==> config.mk <==
export PLATFORM = sky130hd
export DESIGN_NAME = synaptic_current
export DESIGN_NICKNAME = d
export VERILOG_FILES = /design/src/rtl/snn_pkg.sv /design/src/rtl/synapse_weight_bank.sv /design/src/rtl/synaptic_current.sv
export SDC_FILE = /design/constraint.sdc
export NUM_CORES = 1
export LEC_CHECK = 0
export CORE_UTILIZATION = 67
export DETAILED_ROUTE_END_ITERATION = 12
export PLACE_DENSITY = 0.86
export SETUP_SLACK_MARGIN = 0.4
export SLEW_MARGIN = 20
export SYNTH_ARGS = -nofsm -noshare
export SYNTH_HDL_FRONTEND = slang
export SYNTH_HIERARCHICAL = 1
export SYNTH_SLANG_ARGS = --single-unit
==> constraint.sdc <==
create_clock -name clk -period 6.7 [get_ports clk]
set_input_delay 2.01 -clock clk [delete_from_list [all_inputs] [get_ports clk]]
set_output_delay 2.01 -clock clk [all_outputs]
set_load 0.05 [all_outputs]
==> src/rtl/snn_pkg.sv <==
// snn_pkg: types and saturation helpers shared by the synapse front-end and the LIF neuron.
package snn_pkg;
    localparam int CUR_WIDTH_DEF = 8;
    localparam int W_WIDTH_DEF = 8;

    typedef logic [CUR_WIDTH_DEF-1:0] current_t;

    typedef struct packed {
        logic                   inh;
        logic [W_WIDTH_DEF-1:0] mag;
    } weight_t;

    function automatic logic signed [31:0] cur_max(input int width);
        return (32'sd1 <<< width) - 32'sd1;
    endfunction

    function automatic logic [31:0] clamp_u(input logic signed [31:0] v, input int width);
        if (v < 0) return '0;
        return v > cur_max(width) ? cur_max(width) : v;
    endfunction

    function automatic logic clamps_high(input logic signed [31:0] v, input int width);
        return v > cur_max(width);
    endfunction
endpackage

==> src/rtl/synapse_weight_bank.sv <==
// synapse_weight_bank: weight/inhibit register file behind a valid/ready port accepting one write per two cycles.
module synapse_weight_bank
    import snn_pkg::*;
#(
    parameter int N = 4,
    parameter int W = 8,
    localparam int AW = (N > 1) ? $clog2(N) : 1
) (
    input  logic           clk,
    input  logic           rst,
    input  logic           wr_valid,
    output logic           wr_ready,
    input  logic [AW-1:0]  wr_addr,
    input  logic [W-1:0]   wr_data,
    input  logic           wr_inh,
    output logic [N*W-1:0] weights,
    output logic [N-1:0]   inh
);
    // Out-of-range addresses still complete the handshake so the writer never stalls.
    always_ff @(posedge clk or posedge rst) begin
        if (rst) begin
            weights  <= '0;
            inh      <= '0;
            wr_ready <= 1'b1;
        end else if (wr_valid && wr_ready) begin
            wr_ready <= 1'b0;
            if (32'(wr_addr) < N) begin
                weights[wr_addr*W +: W] <= wr_data;
                inh[wr_addr]            <= wr_inh;
            end
        end else begin
            wr_ready <= 1'b1;
        end
    end
endmodule

==> src/rtl/synaptic_current.sv <==
// synaptic_current: weighted spike summation into a decaying, saturating current for the LIF neuron.
module synaptic_current
    import snn_pkg::*;
#(
    parameter int N_INPUTS = 4,
    parameter int W_WIDTH = W_WIDTH_DEF,
    parameter int CUR_WIDTH = CUR_WIDTH_DEF,
    parameter int DECAY_SHIFT = 1,
    parameter int DECAY_PERIOD = 4,
    localparam int AW = (N_INPUTS > 1) ? $clog2(N_INPUTS) : 1
) (
    input  logic                 clk,
    input  logic                 rst,
    input  logic                 en,
    input  logic [N_INPUTS-1:0]  spike_in,
    input  logic                 wr_valid,
    output logic                 wr_ready,
    input  logic [AW-1:0]        wr_addr,
    input  logic [W_WIDTH-1:0]   wr_data,
    input  logic                 wr_inh,
    output logic [CUR_WIDTH-1:0] current,
    output logic                 sat
);
    localparam int SW = W_WIDTH + $clog2(N_INPUTS);
    localparam int ACC_W = CUR_WIDTH + W_WIDTH + 2;
    localparam int PW = (DECAY_PERIOD > 1) ? $clog2(DECAY_PERIOD) : 1;

    logic [N_INPUTS*W_WIDTH-1:0] weights;
    logic [N_INPUTS-1:0]         inh;
    logic [SW-1:0]               exc_sum, inh_sum, exc_q, inh_q;
    logic [PW-1:0]               pcnt;
    logic                        tick;
    logic [CUR_WIDTH-1:0]        dec;
    logic signed [ACC_W-1:0]     acc_next;
    logic signed [31:0]          acc_wide;

    synapse_weight_bank #(.N(N_INPUTS), .W(W_WIDTH)) bank (
        .clk(clk),
        .rst(rst),
        .wr_valid(wr_valid),
        .wr_ready(wr_ready),
        .wr_addr(wr_addr),
        .wr_data(wr_data),
        .wr_inh(wr_inh),
        .weights(weights),
        .inh(inh)
    );

    always_comb begin
        exc_sum = '0;
        inh_sum = '0;
        for (int i = 0; i < N_INPUTS; i++) begin
            exc_sum += (spike_in[i] && !inh[i]) ? SW'(weights[i*W_WIDTH +: W_WIDTH]) : '0;
            inh_sum += (spike_in[i] && inh[i]) ? SW'(weights[i*W_WIDTH +: W_WIDTH]) : '0;
        end
    end

    // A shift that rounds to zero still removes one unit so the current always decays fully.
    assign tick = pcnt == PW'(DECAY_PERIOD - 1);
    assign dec = !tick ? '0 :
                 (current >> DECAY_SHIFT) != '0 ? current >> DECAY_SHIFT : CUR_WIDTH'(current != '0);
    assign acc_next = ACC_W'(current) - ACC_W'(dec) + ACC_W'(exc_q) - ACC_W'(inh_q);
    assign acc_wide = 32'(acc_next);

    always_ff @(posedge clk or posedge rst) begin
        if (rst) begin
            exc_q   <= '0;
            inh_q   <= '0;
            pcnt    <= '0;
            current <= '0;
            sat     <= 1'b0;
        end else if (en) begin
            exc_q   <= exc_sum;
            inh_q   <= inh_sum;
            pcnt    <= tick ? '0 : pcnt + 1'b1;
            current <= CUR_WIDTH'(clamp_u(acc_wide, CUR_WIDTH));
            sat     <= clamps_high(acc_wide, CUR_WIDTH);
        end else begin
            sat <= 1'b0;
        end
    end
endmodule

==> impl_metrics.env, run 1 <==
export IMPL_status="complete, no violations"
export IMPL_drv_slew=0
export IMPL_worstMarginPinSlew_ns=1.03
export IMPL_final_cells=750
export IMPL_synth_area_top_cells="dfrtp_1 28%, fa_1 14%, ha_1 9.4%"
export IMPL_r2r_cells=19
export IMPL_gp_congestion=0.933
export IMPL_drv_cap=0
export IMPL_synth_top_area_cell="dfrtp_1"
export IMPL_finalClockSkew_ns=0.00853
export IMPL_rsz0062_at_grt="no"
export IMPL_drc=0
export IMPL_wl_per_cell_um=18.1
export IMPL_drt_pass1_iter_count=5
export IMPL_setup_violations=0
export IMPL_clock_root_buffer="clkbuf_8"
export IMPL_max_freq_ghz=0.183
export IMPL_dieArea_sq_um=9310
export IMPL_multiInputGateArea_sq_um=3760
export IMPL_syn_area_sq_um=5980
export IMPL_slew_headroom_pct=31.0
export IMPL_seq_area_sq_um=1700
export IMPL_ys_types=69
export IMPL_hold_class="flip-flop to flip-flop"
export IMPL_layout_nets=744
export IMPL_rows=34
export IMPL_dp_slack_ns=0.912
export IMPL_end_kind="flip-flop"
export IMPL_grtUsageTotal_pct=30.3
export IMPL_syn_num_nets=734
export IMPL_via_count=4697
export IMPL_required_ns=6.96
export IMPL_synth_top_area_share_pct=28.0
export IMPL_num_antenna_cells=0
export IMPL_post_route_period_util_pct=81.6
export IMPL_seq_area_frac_synth_pct=28.5
export IMPL_clock_sinks=68
export IMPL_cts_inserted_buffers=9
export IMPL_initial_utilization_pct=68.9
export IMPL_fin_area_sq_um=6480
export IMPL_yosysWarnings=6
export IMPL_cts_tree="yes"
export IMPL_ys_seq_elements=68
export IMPL_area_growth_pct=8.24
export IMPL_post_cts_resized=0
export IMPL_finalPower_mw=3.51
export IMPL_synth_async_reset_ratio_pct=100
export IMPL_port_buffers=28
export IMPL_crit_arrival_ns=5.73
export IMPL_antenna_found_initial=0
export IMPL_worst_slack_ns=1.24
export IMPL_dp_cells=734
export IMPL_drt_iter0_markers=257
export IMPL_nFillCells=628
export IMPL_post_cts_buffers=0
export IMPL_synth_edf_count=0
export IMPL_final_hold_violation_count=0
export IMPL_fin_hold_ws_ns=0.490
export IMPL_die_y_um=96.5
export IMPL_drive_gt1_share_pct=8.88
export IMPL_ir_drop_mv=0.455
export IMPL_power_leakage_nw=3.05
export IMPL_io_pins=29
export IMPL_core_sq_um=8680
export IMPL_period_needed_ns=5.46
export IMPL_worst_setup_path_type="primary input to flip-flop"
export IMPL_clk_path_buf_depth=2
export IMPL_worstPathMaxFanout=8
export IMPL_insertion_delay_ns=0.35
export IMPL_synth_ff_type="dfrtp_1"
export IMPL_grt_pass1_vias=4608
export IMPL_syn_area_per_cell_sq_um=9.54
export IMPL_power_density_nw_per_um2=543
export IMPL_grt_max_degree=38
export IMPL_ant_nets=0
export IMPL_wl_um=13500
export IMPL_h_tree_depth=3
export IMPL_cp_start_kind="primary input"
export IMPL_die_w_um=96.5
export IMPL_placed_cell_area_sq_um=6250
export IMPL_grt_overflow=0
export IMPL_clk_pin_slew_worst_paths_ns=0.08
export IMPL_fin_setup_tns_ns=0
export IMPL_hold_buffers=0
export IMPL_fin_util_pct=74.6
export IMPL_dpl_hpwl_um=10500
export IMPL_grt_pass1_wl_um=21100
export IMPL_routed_via_density=6.26
export IMPL_hold_depth=2
export IMPL_synth_cells=627
-- synth_stat cells (2+ instances only) --
master      n
a32o_1      8
nand3_1     8
and3_1     14
ha_1       45
o21ai_1     4
inv_2       2
a221oi_1    2
inv_1      94
nor4_1      2
o21ai_0    14
o31ai_1     2
mux2i_1     3
o32ai_1    16
nor2_1     13
clkbuf_1   14
nor2b_1    10
a31o_1      2
buf_1       2
a22oi_1     2
mux2_2     12
o41a_1      2
nand4_1     9
xnor2_1    11
buf_2       8
o2111ai_1   2
buf_4       5
xor2_1      7
o2bb2ai_2   8
or2_1       2
dfrtp_1    67
fa_1       43
a21o_1     11
o21a_1      5
a211oi_1    2
nand2_1    88
o311ai_1    2
buf_6       2
a32oi_1     8
nand2b_1    5
nor3_1      7
a21oi_1    26
and2_1     11
-- critical path, stage by stage --
cell and delay [ns]:
clkdlybuf4s50_1 0.48, nor2b_1 0.47, nand2_1 0.17, fa_1 0.55
inv_1 0.05, fa_1 0.54, ha_1 0.16, inv_1 0.05
fa_1 0.40, nor2b_1 0.13, o21ai_1 0.07, a21oi_1 0.21
o21a_1 0.17, nor3_1 0.05, o31ai_1 0.21
-- where the power goes --
part           internal [mW]  switching (mW)
sequential             0.481          0.0778
clock                  0.211           0.177
combinational           1.06            1.51
total                   1.75            1.76
-- routing by layer --
layer	part of all wire (%)	routed length [um]	global-route usage, %	vias up
met5	0	0	0	-
met4	4.2	570	15.3	0
met3	5.3	712	3.76	50
met2	52	7030	54.0	180
met1	39	5230	35.8	2310
li1	-	-	-	2157
-- final timing paths --
kind	slack, ns	start	endpoint
max	1.24	spike_in[0]	exc_q[7]$_DFFE_PP0P_
min	0.49	exc_q[7]$_DFFE_PP0P_	exc_q[7]$_DFFE_PP0P_
max reg2reg	1.87	current[6]$_DFFE_PP0P_	current[2]$_DFFE_PP0P_
min reg2reg	0.49	exc_q[7]$_DFFE_PP0P_	exc_q[7]$_DFFE_PP0P_
max in group asynchronous	4.24	rst	bank/wr_ready$_DFF_PP1_
min in group asynchronous	2.06	rst	exc_q[9]$_DFFE_PP0P_
-- state kept, by name, indices dropped and copies added, names as in the netlist --
signal and flops:
exc_q 10, sat 1, bank/wr_ready 1, bank/inh 4, pcnt 2, current 8, bank/weights 32, inh_q 10
-- kinds of logic after synthesis --
logic type / Yosys count / synth area share, %
compound gates: 129 / 17.8
xor+xnor: 19 / 2.91
fa+ha+maj: 88 / 23.8
buf+inv: 127 / 8.70
flops: 68 / 28.5
mux: 16 / 2.99
simple gates: 180 / 15.3
-- placed cells by master (no fill, tap or decap), types with 3 or more instances in the layout --
cell / Yosys / layout
xnor2_1: 11 / 11
nand2_1: 88 / 88
o21ai_0: 14 / 14
ha_1: 45 / 45
and2_1: 11 / 11
mux2_2: 12 / 12
o21ai_1: 4 / 4
mux2i_1: 3 / 3
a32o_1: 8 / 8
o21a_1: 5 / 5
clkdlybuf4s50_1: 0 / 28
nand3_1: 8 / 8
xor2_1: 7 / 7
a32oi_1: 8 / 8
o2bb2ai_2: 8 / 8
nor2_1: 13 / 13
dfrtp_1: 67 / 67
nor3_1: 7 / 7
nand4_1: 9 / 9
clkbuf_8: 0 / 9
nor2b_1: 10 / 10
fa_1: 43 / 43
nand2b_1: 5 / 5
a21oi_1: 26 / 26
a21o_1: 11 / 11
o32ai_1: 16 / 16
inv_1: 94 / 94
and3_1: 14 / 14
-- layout make-up --
cell class,count,area share (%)
multi-input combinational,432,58.1
sequential,68,26.3
inverter,96,5.56
timing repair buffer,30,4.56
tap,108,2.09
clock buffer,9,1.91
clock inverter,7,1.53
Power figures use the tool's default switching activity.
==> run 2: changes to the inputs <==
--- a/config.mk
+++ b/config.mk
@@ -5,9 +5,9 @@
 export SDC_FILE = /design/constraint.sdc
 export NUM_CORES = 1
 export LEC_CHECK = 0
-export CORE_UTILIZATION = 67
+export CORE_UTILIZATION = 62
 export DETAILED_ROUTE_END_ITERATION = 12
-export PLACE_DENSITY = 0.86
+export PLACE_DENSITY = 0.81
 export SETUP_SLACK_MARGIN = 0.4
 export SLEW_MARGIN = 20
 export SYNTH_ARGS = -nofsm -noshare
==> constraint.sdc (replaced) <==
create_clock -name clk -period 5.3 [get_ports clk]
set_input_delay 1.59 -clock clk [delete_from_list [all_inputs] [get_ports clk]]
set_output_delay 1.59 -clock clk [all_outputs]
set_load 0.05 [all_outputs]
==> run 2 against run 1 <==
Effect of this change:
- clock skew is 0.0010 ns lower
- final area is 3.0% higher
- via count is 1.1% higher
==> impl_metrics.env, run 2 (synthesis results as in run 1) <==
export IMPL_grt_pass1_wl_um=22600
export IMPL_end_kind="flip-flop"
export IMPL_period_needed_ns=4.77
export IMPL_regMostFlops="bank/weights"
export IMPL_clock_root_buffer="clkbuf_8"
export IMPL_critPathMostFrequentCell="fa_1"
export IMPL_port_buffers=28
export IMPL_grt_max_degree=38
export IMPL_final_hold_violation_count=0
export IMPL_top_regs="bank/weights: 32 flops, exc_q: 10 flops, inh_q: 10 flops"
export IMPL_worst_setup_path_type="primary input to flip-flop"
export IMPL_status="complete, no violations"
export IMPL_dr_wl_met2_um=7190
export IMPL_drt_pass1_iter_count=5
export IMPL_wl_met3_um=569
export IMPL_worstMarginPinSlew_ns=0.910
export IMPL_drc=0
export IMPL_drt_iter0_markers=235
export IMPL_setup_violations=0
export IMPL_wl_met1_um=5530
export IMPL_drv_slew=0
export IMPL_drv_cap=0
export IMPL_insertion_delay_ns=0.35
export IMPL_cp_start_kind="primary input"
export IMPL_cp_cell_sequence="clkdlybuf4s50_1, nor2b_2, buf_4, nand2_1, fa_1, inv_1, fa_1, ha_2, inv_2, fa_2, nor2b_1, o21ai_1, a21oi_2, o21a_1, nor3_1, o31ai_1"
export IMPL_wl_um=13800
export IMPL_via_count=4748
export IMPL_grt_pass1_vias=4781
export IMPL_max_freq_ghz=0.210
export IMPL_fin_setup_tns_ns=0
export IMPL_crit_arrival_ns=5.03
export IMPL_hold_class="flip-flop to flip-flop"
export IMPL_cp_slowest_stage_delay_ns=0.54
export IMPL_wl_per_cell_um=17.7
export IMPL_required_ns=5.56
export IMPL_die_y_um=100
export IMPL_largest_reg_flops=32
export IMPL_num_antenna_cells=0
export IMPL_core_sq_um=9280
export IMPL_cts_inserted_buffers=9
export IMPL_slowest_stage="fa_1"
export IMPL_slew_headroom_pct=39.3
export IMPL_crit_buf_inv=4
export IMPL_drive_gt1_share_pct=12.3
export IMPL_io_pins=29
export IMPL_grtUsageTotal_pct=29.2
export IMPL_grt_overflow=0
export IMPL_cts_tree="yes"
export IMPL_area_growth_pct=11.5
export IMPL_routed_via_density=6.07
export IMPL_ant_nets=0
export IMPL_clk_path_buf_depth=2
export IMPL_clk_pin_slew_worst_paths_ns=0.08
export IMPL_fin_hold_ws_ns=0.506
export IMPL_clock_sinks=68
export IMPL_dieArea_sq_um=10000
export IMPL_final_common_cell="inv_1"
export IMPL_rsz0062_at_grt="no"
export IMPL_h_tree_depth=3
export IMPL_rows=35
export IMPL_final_cell_mix="93 x inv_1, 87 x nand2_1, 67 x dfrtp_1, 43 x ha_1, 42 x fa_1"
export IMPL_layout_nets=755
export IMPL_finalClockSkew_ns=0.00750
export IMPL_dpl_hpwl_um=10800
export IMPL_gp_congestion=0.915
export IMPL_initial_utilization_pct=64.4
export IMPL_crit_family="adder cells"
export IMPL_post_route_period_util_pct=90.0
export IMPL_antenna_found_initial=0
export IMPL_die_w_um=100
export IMPL_top_layer="met4"
export IMPL_worstPathMaxFanout=7
## run 2: area by class of cell
class / instances / area (sq um)
Tap cell: 129 / 161
Clock inverter: 6 / 88.8
Multi-Input combinational cell: 433 / 3830
Timing Repair Buffer: 40 / 395
Clock buffer: 10 / 128
Sequential cell: 68 / 1700
Fill cell: 723 / 2610
Inverter: 96 / 360
## run 2: stage by stage
stage | cell area [sq um] | setup WS [ns] | util (%) | std cells
2_1_floorplan | 5980 | 0.743 | - | 627
3_3_place_gp | 6320 | 0.156 | 68.0 | 760
3_5_place_dp | 6320 | 0.0778 | 68.0 | 760
4_1_cts | 6530 | 0.415 | 70.4 | 776
5_1_grt | 6670 | 0.373 | 71.9 | 782
6_report | 6670 | 0.529 | 71.9 | 782
## run 2: tightest hold or removal path, delay by kind of cell, from the launching register on
kind	cells	cell delay, ns
DFF	1	0.35
AOI/OAI and AO/OA	1	0.06
and+or+nand+nor	1	0.06
## run 2: repair_timing
action | in CTS | in global routing
resized for setup | 0 | 19
buffers inserted | 0 | 5
endpoints found under the setup margin | 0 | 14
hold buffers | 0 | 0
## run 2: layer usage
metal | GRT usage, % | vias up
met5 | 0 | -
met3 | 3.48 | 43
met1 | 35.6 | 2364
met4 | 13.3 | 0
met2 | 52.0 | 159
li1 | - | 2182
## run 2: worst paths after layout
| kind | startpoint | to | slack [ns] | cells after the start |
|---|---|---|---|---|
| max | spike_in[1] | exc_q[7]$_DFFE_PP0P_ | 0.53 | 16 |
| min | exc_q[7]$_DFFE_PP0P_ | exc_q[7]$_DFFE_PP0P_ | 0.51 | 2 |
| max reg2reg | current[4]$_DFFE_PP0P_ | current[7]$_DFFE_PP0P_ | 0.72 | 20 |
| min reg2reg | exc_q[7]$_DFFE_PP0P_ | exc_q[7]$_DFFE_PP0P_ | 0.51 | 2 |
| max in group asynchronous | rst | current[4]$_DFFE_PP0P_ | 2.88 | 3 |
| min in group asynchronous | rst | bank/inh[1]$_DFFE_PP0P_ | 1.67 | 3 |
Power of run 2 is left out: the tool's default activity adds up to more than one toggle a clock period on the data nets, which glitch-free logic cannot reach.
==> run 3: changes to the inputs <==
--- a/config.mk
+++ b/config.mk
@@ -9,6 +9,7 @@
 export DETAILED_ROUTE_END_ITERATION = 12
 export PLACE_DENSITY = 0.81
 export SETUP_SLACK_MARGIN = 0.4
+export SKIP_LAST_GASP = 1
 export SLEW_MARGIN = 20
 export SYNTH_ARGS = -nofsm -noshare
 export SYNTH_HDL_FRONTEND = slang
==> results of run 3 <==
No change in the layout: final DEF, timing and power equal those of run 2.
Power of run 3 is left out for the same reason.
